[config.mk]
export PLATFORM = sky130hd
export DESIGN_NAME = bus_transfer_unit
export DESIGN_NICKNAME = d
export VERILOG_FILES = /design/src/rtl/bus_transfer_unit_pkg.sv /design/src/rtl/bus_transfer_unit_decoder.sv /design/src/rtl/bus_transfer_unit_mux4.sv /design/src/rtl/bus_transfer_unit.sv
export SDC_FILE = /design/constraint.sdc
export NUM_CORES = 1
export LEC_CHECK = 0
export ABC_AREA = 1
export ABC_CLOCK_PERIOD_IN_PS = 1850
export CAP_MARGIN = 20
export CORE_MARGIN = 4
export CORE_UTILIZATION = 35
export DETAILED_ROUTE_END_ITERATION = 16
export PLACE_DENSITY = 0.61
export SETUP_SLACK_MARGIN = 0.1
export SYNTH_ARGS = -nofsm -noshare
export SYNTH_HDL_FRONTEND = slang
export SYNTH_SLANG_ARGS = --single-unit
[constraint.sdc]
create_clock -name clk -period 1.85 [get_ports clk]
set_input_delay 0.2775 -clock clk [delete_from_list [all_inputs] [get_ports clk]]
set_output_delay 0.2775 -clock clk [all_outputs]
set_load 0.01 [all_outputs]
[src/rtl/bus_transfer_unit_pkg.sv]
// Shared types and constants for the register-bus transfer unit:
// FSM state encoding, register select codes and default widths.
package bus_transfer_unit_pkg;

   localparam int WIDTH_DEF = 4;
   localparam int NUM_REGS  = 4;
   localparam int SEL_W     = 2;

   typedef enum logic [1:0] {
      IDLE  = 2'b00,
      DRIVE = 2'b01,
      LOAD  = 2'b10
   } state_t;

   // Register select codes: bit1 = select_x, bit0 = select_y.
   localparam logic [SEL_W-1:0] SEL_A = 2'b00;
   localparam logic [SEL_W-1:0] SEL_B = 2'b01;
   localparam logic [SEL_W-1:0] SEL_C = 2'b10;
   localparam logic [SEL_W-1:0] SEL_D = 2'b11;

endpackage

[src/rtl/bus_transfer_unit_decoder.sv]
// Gate-level 2-to-4 destination decoder with enable; yields one-hot register
// load strobes, all low when the enable is low.
module bus_dest_decoder
   import bus_transfer_unit_pkg::*;
(
   input  logic             en,
   input  logic [SEL_W-1:0] sel,
   output logic [3:0]       load_en
);

   logic sel_x_n;
   logic sel_y_n;

   assign sel_x_n = ~sel[1];
   assign sel_y_n = ~sel[0];

   assign load_en[0] = en & sel_x_n & sel_y_n;
   assign load_en[1] = en & sel_x_n & sel[0];
   assign load_en[2] = en & sel[1]  & sel_y_n;
   assign load_en[3] = en & sel[1]  & sel[0];

endmodule

[src/rtl/bus_transfer_unit_mux4.sv]
// Gate-level 4x1 single-bit multiplexer; one instance per bus bit forms the
// source-side register mux.
module bus_transfer_unit_mux4 (
   input  logic       d0,
   input  logic       d1,
   input  logic       d2,
   input  logic       d3,
   input  logic [1:0] sel,
   output logic       y
);

   logic sel_x_n;
   logic sel_y_n;
   logic term0;
   logic term1;
   logic term2;
   logic term3;

   assign sel_x_n = ~sel[1];
   assign sel_y_n = ~sel[0];

   assign term0 = sel_x_n & sel_y_n & d0;
   assign term1 = sel_x_n & sel[0]  & d1;
   assign term2 = sel[1]  & sel_y_n & d2;
   assign term3 = sel[1]  & sel[0]  & d3;

   assign y = term0 | term1 | term2 | term3;

endmodule

[src/rtl/bus_transfer_unit.sv]
// Destination end of the 4-line register bus: holds registers A-D and moves one
// value (register or external) through the bus latch into a register per request.
module bus_transfer_unit
   import bus_transfer_unit_pkg::*;
#(
   parameter int               WIDTH     = WIDTH_DEF,
   parameter logic [WIDTH-1:0] RESET_VAL = '0
) (
   input  logic             clk,
   input  logic             rst_n,
   input  logic             req_valid,
   output logic             req_ready,
   input  logic [1:0]       src_sel,
   input  logic [1:0]       dst_sel,
   input  logic             ext_en,
   input  logic [WIDTH-1:0] ext_data,
   output logic [WIDTH-1:0] bus_out,
   output logic             done,
   output logic [WIDTH-1:0] reg_a,
   output logic [WIDTH-1:0] reg_b,
   output logic [WIDTH-1:0] reg_c,
   output logic [WIDTH-1:0] reg_d,
   output logic [1:0]       state_dbg
);

   // Handshake: a request transfers on a rising edge where req_valid and
   // req_ready are both 1; req_ready is high only in IDLE, and the requester
   // holds req_valid and its fields stable until that edge.

   state_t           state_q;
   state_t           state_d;
   logic             accept;
   logic             load_active;

   logic [1:0]       src_q;
   logic [1:0]       dst_q;
   logic             ext_en_q;
   logic [WIDTH-1:0] ext_data_q;

   logic [WIDTH-1:0] bus_q;
   logic             done_q;
   logic [WIDTH-1:0] regs_q [NUM_REGS];

   logic [WIDTH-1:0] src_bus;
   logic [3:0]       load_en;

   // Source mux, one gate-level slice per bus bit.
   for (genvar b = 0; b < WIDTH; b++) begin : g_src_mux
      bus_transfer_unit_mux4 u_mux (
         .d0  (regs_q[0][b]),
         .d1  (regs_q[1][b]),
         .d2  (regs_q[2][b]),
         .d3  (regs_q[3][b]),
         .sel (src_q),
         .y   (src_bus[b])
      );
   end

   assign load_active = (state_q == LOAD);

   bus_dest_decoder u_dst_dec (
      .en      (load_active),
      .sel     (dst_q),
      .load_en (load_en)
   );

   always_comb begin
      state_d   = state_q;
      req_ready = 1'b0;
      accept    = 1'b0;
      case (state_q)
         IDLE: begin
            req_ready = 1'b1;
            accept    = req_valid;
            if (req_valid) begin
               state_d = DRIVE;
            end
         end
         DRIVE: begin
            state_d = LOAD;
         end
         LOAD: begin
            state_d = IDLE;
         end
         default: begin
            state_d = IDLE;
         end
      endcase
   end

   always_ff @(posedge clk) begin
      if (!rst_n) begin
         state_q    <= IDLE;
         src_q      <= '0;
         dst_q      <= '0;
         ext_en_q   <= 1'b0;
         ext_data_q <= '0;
         bus_q      <= RESET_VAL;
         done_q     <= 1'b0;
         for (int i = 0; i < NUM_REGS; i++) begin
            regs_q[i] <= RESET_VAL;
         end
      end else begin
         state_q <= state_d;
         done_q  <= load_active;

         if (accept) begin
            src_q      <= src_sel;
            dst_q      <= dst_sel;
            ext_en_q   <= ext_en;
            ext_data_q <= ext_data;
         end

         if (state_q == DRIVE) begin
            bus_q <= ext_en_q ? ext_data_q : src_bus;
         end

         // Destination loads from the latched bus, not from the source mux.
         for (int i = 0; i < NUM_REGS; i++) begin
            if (load_en[i]) begin
               regs_q[i] <= bus_q;
            end
         end
      end
   end

   assign bus_out   = bus_q;
   assign done      = done_q;
   assign reg_a     = regs_q[0];
   assign reg_b     = regs_q[1];
   assign reg_c     = regs_q[2];
   assign reg_d     = regs_q[3];
   assign state_dbg = state_q;

endmodule

# Word-level counts from Yosys, hierarchy flattened
# Memory sizes are Yosys's and may differ from the RTL's.
# Cells that the tools add are included.
# op_classes
eq_ne	3
mux	22
n_bitwise	46
reduce_logical	1
# ops
operator	n
$and A1 B1 Y1	26
$mux W4	5
$or A1 B1 Y1	16
$mux W1	15
$not A1 Y1	4
$pmux W2 S2	1
$eq A2 B1 Y1 const B	1
$eq A2 B2 Y1 const B	1
$logic_not A2 Y1	1
$mux W2	1
$ne A2 B2 Y1 const B	1
# word_totals
register_bits	16
ram_bits	16
out_inout_bits	24
elab_cells	80
memories	1
# memory_table
name	words	width	rd	rd_clocked_by_memory_dff	write_ports	line	source
regs_q	4	4	4	0	4	bus_transfer_unit.sv:42	logic [WIDTH-1:0] regs_q [NUM_REGS];

# Longest topological paths before layout
# Gate-level depths: netlist (run 1).
# depth
depth_word	7
depth_mapped	6
mapped_depth_nobuf	6

# Hierarchy
# Synthesis (run 1) repeated with hierarchy kept, for this count alone.
# hier_totals
hier_cells	214
area_unflattened_um2	1576.5
# modules_own_cells
mod	instances	cells_each	area_each_um2
bus_transfer_unit	1	154	1341.3
bus_transfer_unit_mux4	4	13	51.3
bus_dest_decoder	1	8	30.0

# Worst setup path after synthesis (run 1)
# OpenSTA, ideal clock, no wires.
# synth_path
path_type	flip-flop to flip-flop
startpoint	register state_q[1] (netlist: state_dbg[1])
endpoint	memory regs_q[0][0] in the netlist's numbering, enable pin
setup_ps	373
arrival_ps	1137
required_ps	1477
path_slack_ps	340
path_stages_with_launch	5
synth_period_minus_slack_ps	1510
cell_sequence	dfxtp_1 inv_1 nor2_4 inv_1 o31ai_1
# synth_rtl
element	line	source
start, declared	bus_transfer_unit.sv:30	state_t state_q;
start signal, assigned	bus_transfer_unit.sv:104	state_q <= state_d;
end, declared	bus_transfer_unit.sv:42	

# Worst setup path in the final report (run 1)
# layout_path
startpoint	register state_q[0] (netlist: state_dbg[0])
endpoint	output port req_ready
# layout_via
elab_chain_len	2
# layout_rtl
element	line	source
$logic_not A2 Y1	bus_transfer_unit.sv:71	case (state_q)
$mux W1	bus_transfer_unit.sv:71	
end, declared	bus_transfer_unit.sv:12	output logic req_ready,
# No other way between the ends.

==> results of run 1 <==
==> worst min-delay path: stages, from the launching register on <==
cell     delay [ps]
dfxtp_1         300
inv_1            60
a21oi_1          60
==> placed cells by master, fill, tap and decap left out, drive strengths merged <==
cell type and instances:
a21oi 13, clkbuf 8, inv 15, dfxtp 16, clkinv 1, edfxtp 16
nand4 4, o31ai 4, nand2 14, clkdlybuf4s50 35, o21bai 1, buf 1
nor2 28, o21ai 13, nand3 16
==> cells in the mapped netlist (all sizes together) <==
master and n:
a21oi 13, buf 21, clkinv 1, dfxtp 16, edfxtp 16, inv 15, nand2 14, nand3 16
nand4 4, nor2 28, o21ai 13, o21bai 1, o31ai 4
==> metrics by stage <==
step                utilization [%]  hold slack [ps]  cell area [um^2]  setup slack (ps)
finish                         45.5              461              1850               181
global route                   45.5              496              1850              99.1
CTS                            45.5              468              1850               167
detailed placement             43.1              457              1750               210
global placement               43.1              444              1750               282
floorplan                         -              412              1480               340
==> area by class of cell <==
type | count | area share [%]
inverters | 16 | 3.32
repair buffers | 36 | 19.4
multi-input cells | 93 | 25.2
clock buffers | 8 | 5.42
well taps | 50 | 3.39
flip-flops and latches | 32 | 43.3
==> cell families after synthesis <==
group	count (synthesis)
flops	32
buf+inv	37
compound gates	31
simple gates	62
==> report_power, final <==
part | internal (mW) | switching [mW]
Clock | 0.339 | 0.240
Combinational | 0.0926 | 0.106
Sequential | 0.782 | 0.0352
Total | 1.21 | 0.381
==> layer usage <==
| layer | wire length, um | share of wire [%] | vias up |
|---|---|---|---|
| li1 | - | - | 568 |
| met1 | 1450 | 46 | 509 |
| met2 | 1450 | 46 | 31 |
| met3 | 172 | 5.5 | 6 |
| met4 | 62 | 2.0 | 0 |
| met5 | 0 | 0 | - |
==> flip-flops by register name, indices dropped and copies added (netlist names) <==
name	flops
src_q	2
ext_data_q	4
bus_out	4
state_dbg	2
dst_q	2
regs_q	16
done	1
ext_en_q	1
==> timing repair <==
| action | in CTS | in global routing |
|---|---|---|
| setup endpoints to repair | 0 | 3 |
| gates resized for setup | 0 | 0 |
| hold buffers | 0 | 0 |
==> worst max path at each step <==
stage / slack (ps) / cells past startpoint / endpoint
2_1_floorplan: 340 / 4 / regs_q[0][0]
3_3_place_gp: 280 / 2 / regs_q[2][3]
3_5_place_dp: 210 / 4 / regs_q[0][2]
4_1_cts: 170 / 2 / req_ready
5_1_grt: 100 / 4 / regs_q[0][1]
6_report: 180 / 2 / req_ready
==> reports/metrics.csv, run 1 <==
stage,metric,value,unit
worst_hold_path,start point of the worst hold path,ext_data_q[2],
power_and_ir_drop,P per Cell Area,863,nW/um^2
synthesis,Synth cell types,20,
detailed_routing,drt drc,0,
synthesis,Synth Area in Simple Gates,19.6,%
critical_path,r2r setup slk,200,ps
placement,Routability Congestion,0.818,
clocking,number of setup buffers added after CTS,0,
detailed_routing,total number of vias,1114,
critical_path,worst-path maximum fanout,4,
critical_path,Crit-path slowest cell,clkdlybuf4s50_1,
global_route,first-pass GRT wire length,4960,um
clocking,"Reg clk slew, reported paths",70,ps
critical_path,crit path cell chain,"nor2_2, clkdlybuf4s50_1",
synthesis,post-synthesis compound-gate area fraction,11.8,%
synthesis,mux contribution to synthesized area,0,%
clocking,later-pin clock latency in the skew report,270,ps
worst_hold_path,worst min-delay path category,register to register,
clocking,Clock Sinks,32,
placement,port bufs,35,
job,max_cap viols,0,
synthesis,largest family of logic cells by synthesized area,simple AND/OR/NAND/NOR gates,
sta,RSZ-0062 raised after global routing,yes,
clocking,H-tree depth,2,
critical_path,"slowest stage delay, CP",560,ps
detailed_routing,drt initial violations,70,
sta,final hold viol count,0,
clocking,Root Buffer,clkbuf_8,
sta,Final TNS setup,0,ps
synthesis,Syn Nets,174,
sta,Final setup viols,0,
synthesis,Mapped Area,1480,um^2
global_route,initial antenna violation count,0,
synthesis,Adder-Cell Fraction of Synth Area,0,%
placement,Cells after DPL,227,
placement,post-DP HPWL,2420,um
die,Core Footprint,4060,um^2
sta,actual slew at the worst max-slew pin,605,ps
final_layout,Syn-to-layout area delta,24.5,%
critical_path,Crit path buffers/inverters,1,
global_route,global-route track usage on met2,20.0,%
final_layout,"non-filler cells, final",235,
sta,period utilization,90.2,%
power_and_ir_drop,worst vdd ir,0.465,mV
critical_path,"CP delay by family, top",buffers and inverters,
synthesis,Synth Warn #,0,
clocking,CTS tree,built,
detailed_routing,vias per cell,4.74,
detailed_routing,first drt pass iteration count,4,
global_route,largest net degree at the start of global routing,19,
die,DIE HEIGHT,73.1,um
worst_hold_path,Worst Hold Path EP,ext_data_q[2],
final_layout,footprint of the multi-input gates,465,um^2
die,# rows,23,
final_layout,fraction of layout cells with a size suffix above 1,8.65,%
final_layout,fillers,373,
global_route,busiest grt layer,met2,
detailed_routing,Total Wirelength,3140,um
clocking,clock buffers created by TritonCTS,5,
critical_path,worst r2r src,state_dbg[1],
die,die footprint,5350,um^2
final_layout,antenna fix cells,0,
critical_path,WP data required,1570,ps
synthesis,"Seq/Total Area, Yosys",54.0,%
synthesis,Avg Inst Size Synth,9.16,um^2
synthesis,most area-hungry cell type in the Yosys netlist,edfxtp_1,
sta,fin. max-slew vios,0,
synthesis,Seq cells post-synth,32,
critical_path,critical path type,register to output port,
final_layout,NumNets Final,196,
synthesis,Synth area leaders,"edfxtp_1, dfxtp_1, buf_4, nor2_1, nand3_1",
sta,clock skew,7.11,ps
critical_path,Crit. End Element,output port,
detailed_routing,WL/cell,13.4,um
global_route,vias in the first global route,1125,
sta,fmax,599,MHz
synthesis,Synth top area share,32.4,%
critical_path,depth of the worst register-to-register path,4,
die,die width,73.1,um
critical_path,type of origin of the critical path,register,
global_route,Tot GR Track Use,12.3,%
sta,Slew HR,59.3,%
critical_path,critical path arrival,1390,ps
sta,fin crit period,1670,ps
detailed_routing,ANT nets after route,0,
critical_path,Crit. Startpoint,state_dbg[0],
global_route,grt total ovfl,0,
die,IO Pins,36,
synthesis,synthesized instance count,162,
clocking,CTS Buffer Depth,2,
power_and_ir_drop,Pwr Total,1.60,mW
worst_hold_path,WHS Path Cells,2,
run_status,status,"finished, final reports clean",
final_layout,Register Area,801,um^2
critical_path,reg2reg end,regs_q[0][1],
power_and_ir_drop,Lkg Pwr,0.675,nW
synthesis,Post-Synth XOR/XNOR Area,0,%
die,effective utilization at floorplan,36.6,%
global_route,met3 GRT Util,3.99,%
global_route,GR Util met1,14.8,%
Note: power is estimated with default switching activity, not from simulation.
==> inputs of run 2 (changes only) <==
--- a/config.mk
+++ b/config.mk
@@ -8,10 +8,13 @@
 export ABC_AREA = 1
 export ABC_CLOCK_PERIOD_IN_PS = 1850
 export CAP_MARGIN = 20
+export CELL_PAD_IN_SITES_DETAIL_PLACEMENT = 0
+export CELL_PAD_IN_SITES_GLOBAL_PLACEMENT = 1
 export CORE_MARGIN = 4
 export CORE_UTILIZATION = 35
 export DETAILED_ROUTE_END_ITERATION = 16
-export PLACE_DENSITY = 0.61
+export HOLD_SLACK_MARGIN = 0.08
+export PLACE_DENSITY = 0.77
 export SETUP_SLACK_MARGIN = 0.1
 export SYNTH_ARGS = -nofsm -noshare
 export SYNTH_HDL_FRONTEND = slang
==> run 2 against run 1 <==
Compared with the run above: clock-buffer cell count shrank 2; sequential share of layout area shrank 0.32 points; global-route usage grew 0.56 points; critical path depth is the same; first-iteration DRC count shrank 17%; non-clock buffer count grew 4; flip-flop and latch count is the same; final cell count grew 1.7%; sequential power is essentially flat; die area is the same; clock power shrank 12%; worst hold slack lost 5.0 ps; critical path type unchanged; highest routed layer unchanged.
==> reports/metrics.csv, run 2 (synthesized netlist as in run 1, its figures left out) <==
stage,metric,value,unit,change
run_status,status,"finished, final reports clean",,
detailed_routing,Total Wirelength,3250,um,+3.4%
die,die width,73.1,um,unchanged
clocking,"Reg clk slew, reported paths",70,ps,about the same
critical_path,worst-path maximum fanout,4,,unchanged
clocking,CTS resizes,0,,unchanged
die,Core Footprint,4060,um^2,unchanged
detailed_routing,ANT nets after route,0,,unchanged
detailed_routing,first drt pass iteration count,4,,unchanged
clocking,hold-fix buffers at CTS,0,,unchanged
clocking,later-pin clock latency in the skew report,280,ps,about the same
critical_path,"slowest stage delay, CP",560,ps,about the same
sta,fin crit period,1670,ps,-2.17 ps
final_layout,"non-filler cells, final",239,,+1.7%
clocking,number of setup buffers added after CTS,0,,unchanged
clocking,clock buffers created by TritonCTS,5,,unchanged
final_layout,Largest register FFs,16,,unchanged
global_route,vias in the first global route,1153,,+2.5%
job,max_cap viols,0,,unchanged
worst_hold_path,start point of the worst hold path,ext_data_q[3],,
critical_path,worst r2r src,state_dbg[1],,
clocking,CTS tree,built,,
die,DIE HEIGHT,73.1,um,unchanged
detailed_routing,WL/cell,13.6,um,+1.7%
worst_hold_path,WHS Path Cells,2,,unchanged
final_layout,fraction of layout cells with a size suffix above 1,10.1,%,+1.4 points
final_layout,"commonest non-fill, non-tap cell in the layout",clkdlybuf4s50_1,,
sta,Slew HR,72.4,%,+13 points
clocking,CTS Buffer Depth,2,,unchanged
die,# rows,23,,unchanged
critical_path,depth of the worst register-to-register path,5,,+1
die,IO Pins,36,,unchanged
critical_path,crit path cell chain,"nor2_2, clkdlybuf4s50_1",,
critical_path,critical path type,register to output port,,
clocking,H-tree depth,2,,unchanged
critical_path,Crit-path slowest cell,clkdlybuf4s50_1,,
power_and_ir_drop,worst vdd ir,0.322,mV,-31%
final_layout,antenna fix cells,0,,unchanged
final_layout,fillers,381,,+2.1%
sta,Final setup viols,0,,unchanged
critical_path,Crit path buffers/inverters,1,,unchanged
critical_path,type of origin of the critical path,register,,
sta,fmax,600,MHz,+0.13%
power_and_ir_drop,P per Cell Area,823,nW/um^2,-4.6%
final_layout,NumNets Final,200,,+2.0%
placement,port bufs,35,,unchanged
critical_path,Crit. End Element,output port,,
sta,period utilization,90.1,%,-0.12 points
final_layout,Syn-to-layout area delta,25.5,%,
detailed_routing,drt drc,0,,unchanged
detailed_routing,vias per cell,4.76,,+0.44%
placement,Cells after DPL,231,,+1.8%
critical_path,critical path arrival,1390,ps,about the same
placement,Routability Congestion,0.801,,-2.2%
global_route,largest net degree at the start of global routing,19,,unchanged
sta,fin. max-slew vios,0,,unchanged
critical_path,WP data required,1570,ps,about the same
critical_path,"CP delay by family, top",buffers and inverters,,
global_route,initial antenna violation count,0,,unchanged
clocking,Clock Sinks,32,,unchanged
global_route,first-pass GRT wire length,5180,um,+4.3%
critical_path,Crit. Startpoint,state_dbg[0],,
sta,Final TNS setup,0,ps,unchanged
detailed_routing,total number of vias,1138,,+2.2%
detailed_routing,drt initial violations,58,,-17%
sta,final hold viol count,0,,unchanged
final_layout,Largest Register,regs_q,,
sta,actual slew at the worst max-slew pin,413,ps,-193 ps
clocking,Root Buffer,clkbuf_8,,
placement,post-DP HPWL,2530,um,+4.5%
die,die footprint,5350,um^2,unchanged
sta,clock skew,8.81,ps,+1.70 ps
sta,RSZ-0062 raised after global routing,no,,
power_and_ir_drop,Lkg Pwr,0.682,nW,+0.96%
global_route,grt total ovfl,0,,unchanged
global_route,Tot GR Track Use,12.8,%,+0.56 points
final_layout,"commonest cells after routing, fill and taps aside","clkdlybuf4s50_1, nor2_1, nand3_1, dfxtp_1, edfxtp_1",,
worst_hold_path,worst min-delay path category,register to register,,
critical_path,Worst path depth,2,,unchanged
die,effective utilization at floorplan,36.6,%,unchanged
-- run 2: through the flow --
step                power (mW)  util, %  hold WS, ps  worst slack [ps]  area [um^2]
floorplan                0.956        -          412               340         1480
CTS                       1.55     45.9          461               162         1860
finish                    1.53     45.9          456               183         1860
detailed placement        1.04     43.8          450               298         1780
global placement          1.04     43.8          443               322         1780
global route              1.60     45.9          507               111         1860
-- run 2: per-layer routing --
| metal | global-route usage, % | wire length, um | vias up |
|---|---|---|---|
| li1 | - | - | 576 |
| met1 | 13.7 | 1370 | 531 |
| met4 | 5.53 | 54 | 0 |
| met5 | 0 | 0 | - |
| met2 | 22.4 | 1650 | 26 |
| met3 | 4.68 | 172 | 5 |
-- run 2: final timing paths --
check                                     end  slack (ps)
worst max-delay path                req_ready         180
worst min-delay path            ext_data_q[3]         460
worst max register to register   regs_q[1][3]         460
worst min register to register  ext_data_q[3]         460
-- run 2: tightest hold or removal path, delay by kind of cell (launching register included) --
kind	cells	cell delay (ps)
buffers and inverters	1	60
AO/OA/AOI/OAI	1	50
flip-flops	1	300
-- run 2: report_power, final --
group	internal [mW]	switching, mW
Clock	0.260	0.249
Combinational	0.0986	0.108
Sequential	0.782	0.0349
-- run 2: area by class of cell --
class                           count  area, um^2  area share [%]
Clock buffer                        6        72.6            3.90
Clock inverter                      2        11.3           0.605
Inverter                           16        61.3            3.29
Multi-Input combinational cell     93         465            25.0
Sequential cell                    32         801            43.0
Tap cell                           50        62.6            3.36
Timing Repair Buffer               40         388            20.8
